File: src/rtl/imm_extend_pipe.sv
// Immediate-extension unit for the decode stage.
// Extends an IN_W-bit immediate to OUT_W bits in one of four modes and
// registers the result behind a valid/ready handshake. A two-entry skid
// buffer lets the unit accept one immediate per cycle under back-pressure.
// in_ready is derived only from registered state and rst, so it has no
// combinational path from out_ready.
//
// state    | meaning
// ---------+-------------------------------------------------------------
// ST_EMPTY | neither main nor skid holds data; in_ready=1, out_valid=0
// ST_ONE   | main holds the oldest entry; in_ready=1, out_valid=1
// ST_TWO   | main and skid both hold data; in_ready=0, out_valid=1
module imm_extend_pipe #(
    parameter int IN_W     = 16,
    parameter int OUT_W    = 32,
    parameter int BR_SHIFT = 2
) (
    input  logic             clk,
    input  logic             rst,
    input  logic             in_valid,
    output logic             in_ready,
    input  logic [IN_W-1:0]  in_imm,
    input  logic [1:0]       in_mode,
    output logic             out_valid,
    input  logic             out_ready,
    output logic [OUT_W-1:0] out_data,
    output logic [1:0]       out_mode
);

    localparam int EXT_W = OUT_W - IN_W;

    typedef enum logic [1:0] {
        ST_EMPTY = 2'd0,
        ST_ONE   = 2'd1,
        ST_TWO   = 2'd2
    } state_t;

    typedef enum logic [1:0] {
        MODE_SEXT   = 2'b00,
        MODE_ZEXT   = 2'b01,
        MODE_UPPER  = 2'b10,
        MODE_BRANCH = 2'b11
    } mode_t;

    state_t state;
    state_t state_nxt;

    logic [OUT_W-1:0] main_data;
    logic [1:0]       main_mode;
    logic [OUT_W-1:0] skid_data;
    logic [1:0]       skid_mode;

    logic [OUT_W-1:0] sext_val;
    logic [OUT_W-1:0] zext_val;
    logic [OUT_W-1:0] upper_val;
    logic [OUT_W-1:0] branch_val;
    logic [OUT_W-1:0] ext_data;

    logic             in_xfer;
    logic             out_xfer;
    logic             load_main;
    logic             load_skid;
    logic             main_from_skid;
    logic [OUT_W-1:0] main_src_data;
    logic [1:0]       main_src_mode;

    // Handshake outputs come straight from the state register (and rst),
    // never from out_ready.
    assign out_valid = (state != ST_EMPTY);
    assign in_ready  = !rst && (state != ST_TWO);
    assign out_data  = main_data;
    assign out_mode  = main_mode;

    assign in_xfer  = in_valid && in_ready;
    assign out_xfer = out_valid && out_ready;

    // Compute all four extension forms of the incoming immediate and select one by mode.
    always_comb begin
        sext_val   = {{EXT_W{in_imm[IN_W-1]}}, in_imm};
        zext_val   = {{EXT_W{1'b0}}, in_imm};
        upper_val  = {in_imm, {EXT_W{1'b0}}};
        // Branch offsets are sign-extended first, then scaled; bits shifted
        // past the MSB are simply lost.
        branch_val = sext_val << BR_SHIFT;
        ext_data   = sext_val;
        case (mode_t'(in_mode))
            MODE_SEXT:   ext_data = sext_val;
            MODE_ZEXT:   ext_data = zext_val;
            MODE_UPPER:  ext_data = upper_val;
            MODE_BRANCH: ext_data = branch_val;
            default:     ext_data = sext_val;
        endcase
    end

    // Next-state and register-load decisions for the two-entry buffer.
    always_comb begin
        state_nxt      = state;
        load_main      = 1'b0;
        load_skid      = 1'b0;
        main_from_skid = 1'b0;
        case (state)
            ST_EMPTY: begin
                if (in_xfer) begin
                    state_nxt = ST_ONE;
                    load_main = 1'b1;
                end
            end
            ST_ONE: begin
                if (in_xfer && out_xfer) begin
                    // Drain and refill in the same cycle: main takes the new entry.
                    state_nxt = ST_ONE;
                    load_main = 1'b1;
                end else if (in_xfer) begin
                    state_nxt = ST_TWO;
                    load_skid = 1'b1;
                end else if (out_xfer) begin
                    state_nxt = ST_EMPTY;
                end
            end
            ST_TWO: begin
                // in_ready is low here, so only the drain side can move.
                if (out_xfer) begin
                    state_nxt      = ST_ONE;
                    load_main      = 1'b1;
                    main_from_skid = 1'b1;
                end
            end
            default: begin
                state_nxt = ST_EMPTY;
            end
        endcase
    end

    // Main register is fed either by the skid entry (draining TWO) or by the new immediate.
    always_comb begin
        main_src_data = ext_data;
        main_src_mode = in_mode;
        if (main_from_skid) begin
            main_src_data = skid_data;
            main_src_mode = skid_mode;
        end
    end

    // State and buffer registers; reset wins over any transfer in the same cycle.
    always_ff @(posedge clk) begin
        if (rst) begin
            state     <= ST_EMPTY;
            main_data <= '0;
            main_mode <= '0;
            skid_data <= '0;
            skid_mode <= '0;
        end else begin
            state <= state_nxt;
            if (load_main) begin
                main_data <= main_src_data;
                main_mode <= main_src_mode;
            end
            if (load_skid) begin
                skid_data <= ext_data;
                skid_mode <= in_mode;
            end
        end
    end

endmodule
File: config.mk
export PLATFORM = sky130hd
export DESIGN_NAME = imm_extend_pipe
export DESIGN_NICKNAME = d
export VERILOG_FILES = /design/src/rtl/imm_extend_pipe.sv
export SDC_FILE = /design/constraint.sdc
export NUM_CORES = 1
export LEC_CHECK = 0
export CAP_MARGIN = 20
export CELL_PAD_IN_SITES_DETAIL_PLACEMENT = 1
export CELL_PAD_IN_SITES_GLOBAL_PLACEMENT = 1
export CORE_ASPECT_RATIO = 0.9
export CORE_MARGIN = 2
export CORE_UTILIZATION = 30
export CTS_BUF_LIST = sky130_fd_sc_hd__clkbuf_2 sky130_fd_sc_hd__clkbuf_4 sky130_fd_sc_hd__clkbuf_8
export DETAILED_ROUTE_END_ITERATION = 10
export DONT_BUFFER_PORTS = 1
export GPL_TIMING_DRIVEN = 0
export PLACE_DENSITY_LB_ADDON = 0.1
export SETUP_SLACK_MARGIN = 0.2
export SLEW_MARGIN = 5
export SYNTH_ARGS = -nofsm -noshare
export SYNTH_HDL_FRONTEND = slang
export SYNTH_SLANG_ARGS = --single-unit
File: constraint.sdc
create_clock -name clk -period 2.01 [get_ports clk]
set_clock_uncertainty 0.1 [all_clocks]
set_input_delay 0.201 -clock clk [delete_from_list [all_inputs] [get_ports clk]]
set_output_delay 0.201 -clock clk [all_outputs]
set_load 0.01 [all_outputs]
==> run summary <==
The run finished with clean final reports. Across the run, the number of max-cap violations was 0. In this run the worst path has a maximum fanout of 8. The worst setup path is of the reg2reg kind. The synthesis-stage register bit count is 70.

The static leakage is approximately 1.6 nW. The number of cells in the finished layout apart from fillers is 590. The number of buffers between clock root and the deepest sink is 2.

The die boundary height is 108.2 µm. Setup repair after global routing could not meet its margin everywhere. The classification of the worst-slack hold path is in2reg.

The share of async-settable or async-resettable flops after synthesis is 0. Of the available clock period, the critical path in the final layout requires 0.8871. The most numerous cell in the Yosys netlist is sky130_fd_sc_hd__dfxtp_1.

In this run, the number of DRC markers left after iteration 0 of detailed routing was 121. The H-tree level count is 3. The die area came out at 12,970 µm². By area the synthesized netlist is led by sky130_fd_sc_hd__dfxtp_1 (39%), sky130_fd_sc_hd__a32o_1 (8.0%), sky130_fd_sc_hd__nand2b_1 (7.6%), sky130_fd_sc_hd__a21oi_1 (6.8%), sky130_fd_sc_hd__a311oi_1 (4.6%).

The overflow left after global routing is 0. The starting utilization of the core area is 0.3035. The total number of placement rows came out at 38. The routability congestion estimate from global placement is 0.8217. The total routed wirelength is 12,420 µm. The estimated wirelength of the detail-placed design is 8918 µm. The post-synthesis cell count came out at 387. The share of synthesized area in the top cell type comes to 0.3869. The number of remaining DRC errors is 0. The count of antenna diodes in the layout is 0. The via density per instance is 5.381.

The netlist area before placement is 3622 µm². The routed wire length per instance came out at approximately 21 µm. In this run the tool buffered the top-level ports with 0 buffer cells.

The total placed cells including tap cells is 547. The total number of clock tree sinks is 70. The horizontal die dimension came out at 119.8 µm.

After routing the design area is 4434 µm². The number of CTS-inserted buffers came out at 9. The worst IR drop on VDD came out at 0.0005113 V.

The footprint of the flip-flops and latches is 1403 µm². A synthesized cell averages 9.360 µm². Dividing total power by cell area gives a power density of 798.1 nW/µm².

Across all hold checks on the routed design, the worst slack comes to 0.008624 ns. The area of combinational cells with multiple inputs came out at 1963 µm². The netlist uses 42 different library cells. The upper clock frequency limit came out at around 0.56 GHz. Summed over all instances, the cell type with the most area after synthesis is sky130_fd_sc_hd__dfxtp_1. The clock-pin slew on the worst setup and hold paths came out at 0.08 ns. The yosys synthesis warning count is 0.

The number of global-route vias before repair is between 3,000 and 4,000. The final number of hold-violating endpoints was 0. The critical path starts at state[1].

The tree is rooted in a sky130_fd_sc_hd__clkbuf_8. The data required time at the worst endpoint is 2.23 ns. Of the cells placed in the final design, the portion with a size suffix greater than 1 is 0.1791. The commonest cells after synthesis are sky130_fd_sc_hd__dfxtp_1 (70), sky130_fd_sc_hd__a21oi_1 (49), sky130_fd_sc_hd__nand2b_1 (44). For this run, the total global-route usage over all layers was measured as 0.1982.

The layout has 1,375 filler cells. The final core utilization is 0.3716. The number of antenna violations at the first check in global routing is 0. In the final timing run, aggregate negative setup slack is 0 ns. The kind of launch point of the worst setup path is a flop.

The global-route wire length before repair is 19,260 µm. The instance area after placement is around 3800 µm². At the later pin of the worst-skew pair, clock insertion delay measures approximately 0.38 ns. The worst setup path is captured at a flop. The area inside the core boundary came out at 11,930 µm². The proportion of synthesized chip area in sequential cells is 0.3869.

Counting I/O delays and the setup requirement, the final critical path takes 1.783 ns. The worst slew margin relative to its limit is 0.6289. 58 I/O pins were placed.

Entering global routing, the biggest net connects 12 pins. The worst endpoint data arrival time is 2.00 ns. The area growth from synthesis to layout is 22.42%.

The number of nets in the synthesized netlist is 409. The transition time of the tightest slew-check pin is about 0.56 ns. The clock tree from TritonCTS is yes.

The number of setup violations in the final report came out at 0. The source of the worst register-to-register timing path is state[1]. The final-stage net count came out at around 450. For this run, the leading register cell type out of synthesis is sky130_fd_sc_hd__dfxtp_1. The startpoint identified for the worst hold timing path is in_imm[13]. The number of slew-limit violations in the final report came out at 0. The count of flip-flops with a built-in enable after synthesis came out at 0.

The count of TritonRoute iterations in the first routing pass is 4. The remaining antenna violation count is 0. Summing over every cut layer, the via total after detailed routing is about 3,200.
-- flip-flops by register name (all words and copies together), names as in the netlist --
signal / flops
state: 2
skid_data: 32
out_mode: 2
out_data: 32
skid_mode: 2
-- report_power, final --
| group | switching (mW) | internal (mW) | total, mW |
|---|---|---|---|
| Sequential | 0.0732 | 1.46 | 1.54 |
| Combinational | 0.300 | 0.258 | 0.558 |
| Clock | 0.575 | 0.869 | 1.44 |
-- per-stage QoR --
step / setup WS [ns] / total power [mW]
after floorplan: 0.3608 / 1.915
after global routing: 0.1730 / 3.699
after global placement: -0.07919 / 2.044
final: 0.2269 / 3.539
after detailed placement: -0.06459 / 2.050
after CTS: 0.2046 / 3.537
-- layer usage --
metal	up-vias	share of wire	global-route usage	wire [µm]
li1	1551	-	-	-
met1	1550	0.48	0.2647	5958
met4	0	0.012	0.06555	155
met3	11	0.058	0.05538	721
met5	-	0	0	0
met2	63	0.45	0.3094	5588
-- cells in the final DEF (no fill, tap or decap), types with 3 or more instances in the layout --
| cell type | count |
|---|---|
| sky130_fd_sc_hd__clkbuf_8 | 14 |
| sky130_fd_sc_hd__inv_1 | 3 |
| sky130_fd_sc_hd__nand2_1 | 11 |
| sky130_fd_sc_hd__a21oi_1 | 49 |
| sky130_fd_sc_hd__nor4_1 | 5 |
| sky130_fd_sc_hd__nand3_1 | 5 |
| sky130_fd_sc_hd__a32o_1 | 29 |
| sky130_fd_sc_hd__o21ai_0 | 6 |
| sky130_fd_sc_hd__nand2b_1 | 44 |
| sky130_fd_sc_hd__buf_8 | 4 |
| sky130_fd_sc_hd__nor2b_1 | 19 |
| sky130_fd_sc_hd__buf_4 | 17 |
| sky130_fd_sc_hd__clkbuf_1 | 9 |
| sky130_fd_sc_hd__clkbuf_2 | 4 |
| sky130_fd_sc_hd__clkbuf_4 | 3 |
| sky130_fd_sc_hd__o211ai_1 | 14 |
| sky130_fd_sc_hd__dlygate4sd3_1 | 14 |
| sky130_fd_sc_hd__buf_6 | 9 |
| sky130_fd_sc_hd__mux2i_1 | 14 |
| sky130_fd_sc_hd__buf_2 | 10 |
| sky130_fd_sc_hd__a211o_1 | 14 |
| sky130_fd_sc_hd__a311oi_1 | 19 |
| sky130_fd_sc_hd__a211oi_1 | 14 |
| sky130_fd_sc_hd__dfxtp_1 | 69 |
-- what timing repair did --
action,in CTS,in global routing
endpoints found under the setup margin,56,42
hold buffers,14,0
pin swaps,1,3
resized for setup,15,16
cloned,0,2
buffers inserted,6,5
endpoints found under the hold margin,21,0
-- cell type report --
class	count	share of cell area
Timing Repair Buffer	27	0.06038
Sequential cell	70	0.3163
Inverter	3	0.002540
Multi-Input combinational cell	268	0.4427
Buffer	46	0.07590
Tap cell	160	0.04515
Clock buffer	14	0.04345
Clock inverter	2	0.01354
-- cell families (layout without fill, tap and decap cells) --
logic type	Yosys count	in the layout	synth area share
flops	70	70	0.3869
simple gates	101	101	0.1762
buf+inv	49	92	0.08083
mux	16	16	0.04594
compound gates	151	151	0.3102
-- worst paths after layout --
path	endpoint	slack [ns]	depth (start not counted)
worst max-delay path	out_data[11]	0.23	6
worst max register to register	out_data[11]	0.23	6
worst min register to register	out_data[31]	0.37	2
worst min-delay path	skid_data[15]	0.009	2
-- worst max-delay path, cell delays in order, from the launching register on --
cell                       delay, ns
sky130_fd_sc_hd__dfxtp_2        0.34
sky130_fd_sc_hd__buf_6          0.13
sky130_fd_sc_hd__mux2_4         0.33
sky130_fd_sc_hd__a221oi_4       0.36
sky130_fd_sc_hd__buf_4          0.18
sky130_fd_sc_hd__buf_4          0.15
sky130_fd_sc_hd__a32o_1         0.12
No activity file was read; power rests on OpenSTA's default activity.
